<file path="src/rtl/signal_emitter_pkg.sv">
// Shared constants for the signal emitter: FSM encodings and PRBS-7 (x^7+x^6+1) parameters.
package tart_signal_pkg;

  localparam logic [1:0] ST_IDLE  = 2'd0;
  localparam logic [1:0] ST_ALIGN = 2'd1;
  localparam logic [1:0] ST_RUN   = 2'd2;

  localparam logic [6:0] PRBS7_SEED = 7'h7F;
  localparam logic [6:0] PRBS7_TAPS = 7'b110_0000;

  function automatic logic [6:0] prbs7_next(input logic [6:0] s);
    return {s[5:0], ^(s & PRBS7_TAPS)};
  endfunction

endpackage

</file>
<file path="src/rtl/signal_emitter_prbs7.sv">
// Clock-enabled PRBS-7 generator; bit_o is the MSB of the register, reload restores the seed.
module signal_prbs7
  import tart_signal_pkg::*;
(
  input  logic clock_i,
  input  logic reset_ni,
  input  logic load_i,
  input  logic advance_i,
  output logic bit_o
);

  logic [6:0] r_lfsr;

  always_ff @(posedge clock_i or negedge reset_ni) begin
    if (!reset_ni) begin
      r_lfsr <= PRBS7_SEED;
    end else if (load_i) begin
      r_lfsr <= PRBS7_SEED;
    end else if (advance_i) begin
      r_lfsr <= prbs7_next(r_lfsr);
    end
  end

  assign bit_o = r_lfsr[6];

endmodule

</file>
<file path="src/rtl/signal_emitter.sv">
// Serial bit-stream source: RATIO ticks per bit, phase-aligned start, one-shot period slips.
// Define SIGNAL_EMITTER_PRBS_EN to replace the valid/ready source with an internal PRBS-7.
module signal_emitter
  import tart_signal_pkg::*;
#(
  parameter int unsigned RATIO = 12,
  parameter int unsigned RBITS = 4,
  parameter int          DELAY = 3
) (
  input  logic             clock_i,
  input  logic             reset_ni,
  input  logic             enable_i,
  input  logic [RBITS-1:0] phase_i,
  input  logic             drift_i,
  input  logic             slower_i,
  input  logic             valid_i,
  input  logic             data_i,
  output logic             ready_o,
  output logic             signal_o,
  output logic             strobe_o,
  output logic             underrun_o,
  output logic             locked_o
);

  localparam logic [RBITS-1:0] P_NOM  = RBITS'(RATIO);
  localparam logic [RBITS-1:0] P_SLOW = RBITS'(RATIO + 1);
  localparam logic [RBITS-1:0] P_FAST = RBITS'(RATIO - 1);

  logic [1:0]       r_state;
  logic [RBITS-1:0] r_phase_cnt;
  logic [RBITS-1:0] r_tick;
  logic [RBITS-1:0] r_period;
  logic             r_started;
  logic             r_pend;
  logic             r_slow;
  logic             r_signal;
  logic             r_strobe;
  logic             r_underrun;

  logic             w_run;
  logic             w_boundary;
  logic             w_full;
  logic             w_bit;
  logic [RBITS-1:0] w_phase;
  logic             w_unused;

  assign w_run      = (r_state == ST_RUN);
  assign w_boundary = w_run && (!r_started || (r_tick == r_period - 1'b1));
  assign w_phase    = (phase_i >= P_NOM) ? P_FAST : phase_i;

`ifdef SIGNAL_EMITTER_PRBS_EN
  logic w_prbs_bit;

  signal_prbs7 u_prbs (
    .clock_i   (clock_i),
    .reset_ni  (reset_ni),
    .load_i    ((r_state == ST_IDLE) && enable_i),
    .advance_i (w_boundary),
    .bit_o     (w_prbs_bit)
  );

  assign w_full   = 1'b1;
  assign w_bit    = w_prbs_bit;
  assign ready_o  = 1'b0;
  assign w_unused = valid_i ^ data_i ^ (DELAY != 0);
`else
  logic r_full;
  logic r_held;
  logic w_accept;

  assign ready_o  = (r_state != ST_IDLE) && !r_full;
  assign w_accept = valid_i && ready_o;
  assign w_full   = r_full;
  assign w_bit    = r_held;
  assign w_unused = (DELAY != 0);

  // Accept only happens while empty, so load-on-boundary covers the empty-and-reload case.
  always_ff @(posedge clock_i or negedge reset_ni) begin
    if (!reset_ni) begin
      r_full <= 1'b0;
      r_held <= 1'b0;
    end else if (!enable_i) begin
      r_full <= 1'b0;
      r_held <= 1'b0;
    end else if (w_accept) begin
      r_full <= 1'b1;
      r_held <= data_i;
    end else if (w_boundary) begin
      r_full <= 1'b0;
    end
  end
`endif

  always_ff @(posedge clock_i or negedge reset_ni) begin
    if (!reset_ni) begin
      r_state     <= ST_IDLE;
      r_phase_cnt <= '0;
      r_tick      <= '0;
      r_period    <= P_NOM;
      r_started   <= 1'b0;
      r_pend      <= 1'b0;
      r_slow      <= 1'b0;
      r_signal    <= 1'b0;
      r_strobe    <= 1'b0;
      r_underrun  <= 1'b0;
    end else if (!enable_i) begin
      r_state     <= ST_IDLE;
      r_phase_cnt <= '0;
      r_tick      <= '0;
      r_period    <= P_NOM;
      r_started   <= 1'b0;
      r_pend      <= 1'b0;
      r_slow      <= 1'b0;
      r_signal    <= 1'b0;
      r_strobe    <= 1'b0;
      r_underrun  <= 1'b0;
    end else begin
      r_strobe   <= w_boundary;
      r_underrun <= w_boundary && !w_full;

      case (r_state)
        ST_IDLE: begin
          r_state     <= ST_ALIGN;
          r_phase_cnt <= w_phase;
        end
        ST_ALIGN: begin
          if (r_phase_cnt == '0) r_state <= ST_RUN;
          else                   r_phase_cnt <= r_phase_cnt - 1'b1;
        end
        default: r_state <= r_state;
      endcase

      if (w_boundary) begin
        r_tick    <= '0;
        r_started <= 1'b1;
        r_period  <= r_pend ? (r_slow ? P_SLOW : P_FAST) : P_NOM;
        if (w_full) r_signal <= w_bit;
      end else if (w_run) begin
        r_tick <= r_tick + 1'b1;
      end

      // A request on a boundary is left pending for the bit after the one starting now.
      if (w_boundary) r_pend <= 1'b0;
      if (drift_i && !r_pend) begin
        r_pend <= 1'b1;
        r_slow <= slower_i;
      end
    end
  end

  assign signal_o   = r_signal;
  assign strobe_o   = r_strobe;
  assign underrun_o = r_underrun;
  assign locked_o   = w_run;

endmodule
</file>
<file path="config.mk">
export PLATFORM = sky130hd
export DESIGN_NAME = signal_emitter
export DESIGN_NICKNAME = d
export VERILOG_FILES = /design/src/rtl/signal_emitter_pkg.sv /design/src/rtl/signal_emitter_prbs7.sv /design/src/rtl/signal_emitter.sv
export SDC_FILE = /design/constraint.sdc
export NUM_CORES = 1
export LEC_CHECK = 0
export BUFFER_PORTS_ARGS = -buffer_cell sky130_fd_sc_hd__buf_2
export CORE_ASPECT_RATIO = 1.25
export CORE_MARGIN = 5
export CORE_UTILIZATION = 40
export CTS_BUF_LIST = sky130_fd_sc_hd__clkbuf_4
export DETAILED_ROUTE_END_ITERATION = 8
export GPL_TIMING_DRIVEN = 0
export PLACE_DENSITY = 0.55
export SETUP_SLACK_MARGIN = 0.2
export SYNTH_ARGS = -nofsm -noshare
export SYNTH_HDL_FRONTEND = slang
export SYNTH_SLANG_ARGS = --single-unit
</file>
<file path="constraint.sdc">
create_clock -name clock_i -period 5.7 [get_ports clock_i]
set_input_delay 1.14 -clock clock_i [delete_from_list [all_inputs] [get_ports clock_i]]
set_output_delay 1.14 -clock clock_i [all_outputs]
set_load 0.05 [all_outputs]
</file>
==> run summary <==
Status: finished, final reports clean
R2R depth: 7
Cell taking the most area after synthesis: dfrtp_1
Total GRT Usage: 13.6%
Final Max Tran Viols: 0
Vias in the first global route: 941
Nets: 150
CP max stage delay: 340 ps
Synthesis-to-layout area growth: 13.0%
First-pass GRT wire length: 4330 um
Power Dens Cells: 364 nW/um2
Async set-reset flop share out of synthesis: 100%
Sequential share of the synthesized area: 46.4%
Cell family with most CP delay: buffers and inverters
Post-Syn Area: 1130 um2
Routed Wire Length: 2380 um
Syn Area/Cell: 9.87 um2
Root buffer cell: clkbuf_4
FF+latch count, synth: 21
Number of setup violations in the final report: 0
Area of the multi-input gates: 562 um2
Port Buf Inserts: 15
Worst path slowest cell: dfrtp_1
Startpoint Class: flip-flop
Max cap viols: 0
# IOs: 16
Core Region: 2710 um2
Syn_nets: 130
DR iter-0 viols: 35
Worst skew pair latency: 300 ps
CTS tree: yes
Worst VDD drop: 167 uV
Fin worst setup slack: 2920 ps
Worst-path cell chain: buf_2 -> nand2b_1 -> clkinv_1 -> buf_2
Die width: 57.6 um
Routed WL per cell: 14.2 um
Vias per cell: 5.35
Post-place setup slack: 3250 ps
Diode count: 0
Crit path time final: 2780 ps
Top cells by area, synth: dfrtp_1 (44%), nor2_1 (5.0%), ha_1 (4.4%)
HP Start: r_pend$_DFFE_PN0P_
Reg-to-Reg Start: r_period[0]$_DFFE_PN0P_
Slew margin rel.: 67.9%
Mapped Cells: 115
Worst Clk Skew: 8.20 ps
Hold Crit Depth: 1
CP arrival: 1640 ps
DRC viols: 0
Fillers: 271
Via count: 898
Total grt overflow: 0
Maximum buffer depth of the clock tree: 2
Fraction of layout cells with a size suffix above 1: 20.9%
Post-synth top flop: dfrtp_1
Register area: 527 um2
GPL Wtd Cong: 0.756
RSZ-0062 raised after global routing: no
Clk sink count: 21
Detailed Routing Iterations Pass 1: 4
Synth cell types: 39
Number of synthesis warnings: 0
Hold Path Class: reg2reg
EDFF count, synth: 0
Setup slack, reg-to-reg: 3700 ps
Final ANT Viol Nets: 0
CP endpoint kind: output pin
Die height: 69.6 um
Period utilization: 48.8%
CTS Buf Count: 3
Clk slew on worst S/H paths: 120 ps
Initial antenna violation count: 0
Buf+Inv Stages, Crit Path: 3
Post-cts repair resize count: 0
Post-Route Setup TNS: 0 ps
P_leak: 0.000613 uW
Post-CTS Repair Setup Buffers: 0
# rows: 21
WP data required: 4560 ps
WS Path Type: reg2out
Die ar.: 4010 um2
Commonest non-fill, non-tap cells in the layout: dfrtp_1 (20), buf_2 (16), nor2_1 (15), inv_1 (9), nand2_1 (7)
Commonest non-fill, non-tap cell in the layout: dfrtp_1
Endpoint, Worst Hold: r_pend$_DFFE_PN0P_
CP most frequent cell: buf_2
Max Fclk: 359 MHz
CP Max Fanout: 10
HPWL Detailed: 1810 um
CTS Hold Bufs: 0
Largest net degree at the start of global routing: 22
R2R Path End: r_period[2]$_DFFE_PN1P_
Synth top area share: 44.1%
Starting density of the core: 41.9%
Worst slew pin tran: 481 ps
H-Tree Depth: 1
Final Hold Vio Count: 0
## synth_stat cells, types with 2 or more instances
cell type  number
dfrtp_1        20
o21ai_0         4
nand3_1         4
a2bb2oi_1       2
mux2i_1         5
nor2_1         15
a21oi_1         6
nor2b_1         3
a31oi_1         4
xor2_1          3
ha_1            4
xnor2_1         2
nand2_1         7
nand2b_1        3
inv_1           9
## through the flow
step	hold slack [ps]	total power [uW]	instance area (um2)	util [%]	std cells
3_3_place_gp	490	392	1250	46.3	164
6_report	510	467	1280	47.4	168
2_1_floorplan	459	350	1130	-	115
4_1_cts	513	473	1280	47.4	168
5_1_grt	527	506	1280	47.4	168
3_5_place_dp	496	396	1250	46.3	164
## layout make-up
cell class                 instances  share of cell area [%]
buffer                             2                   0.683
clock buffer                       4                    2.34
inverter                          10                    2.93
multi-input combinational         82                    43.8
sequential                        21                    41.1
tap                               34                    3.32
timing repair buffer              15                    5.85
## flip-flops by register name (all words and copies together) (netlist names)
register	flops
r_full	1
r_held	1
r_pend	1
r_period	3
r_phase_cnt	4
r_slow	1
r_started	1
r_state	2
r_tick	4
signal_o	1
strobe_o	1
underrun_o	1
## worst max path at each step
stage | from | to | slack [ps] | cells after the start
after detailed placement | r_state[0]$_DFFE_PN0P_ | locked_o | 3250 | 4
after global routing | r_state[0]$_DFFE_PN0P_ | locked_o | 2770 | 4
after floorplan | r_state[0]$_DFFE_PN0P_ | ready_o | 3350 | 3
after CTS | r_state[0]$_DFFE_PN0P_ | locked_o | 2880 | 4
final | r_state[0]$_DFFE_PN0P_ | locked_o | 2920 | 4
after global placement | r_state[0]$_DFFE_PN0P_ | locked_o | 3250 | 4
## per-layer routing
layer	routed length, um	part of all wire [%]	up-vias	global-route usage (%)
met5	0	0	-	0
met4	19	0.80	0	4.90
met3	67	2.8	2	2.23
met2	1280	54	8	23.1
met1	1010	42	446	16.9
li1	-	-	442	-
## kinds of logic (layout without fill, tap and decap cells)
| kind of cell | after synthesis | in the layout | share of synthesized area [%] |
|---|---|---|---|
| multiplexers | 6 | 6 | 5.73 |
| flip-flops | 21 | 21 | 46.4 |
| AND/OR/NAND/NOR | 38 | 38 | 16.1 |
| XOR/XNOR | 5 | 5 | 3.86 |
| buffers and inverters | 12 | 31 | 4.08 |
| AO/OA/AOI/OAI | 29 | 29 | 19.4 |
| adder cells (fa/ha/maj) | 4 | 4 | 4.41 |
## where the power goes
group / switching, uW / total (uW) / internal (uW)
clock network: 44.4 / 76.4 / 32.0
logic: 114 / 189 / 74.3
registers: 27.8 / 202 / 174
total: 187 / 467 / 280
(Power assumes the default switching activity.)
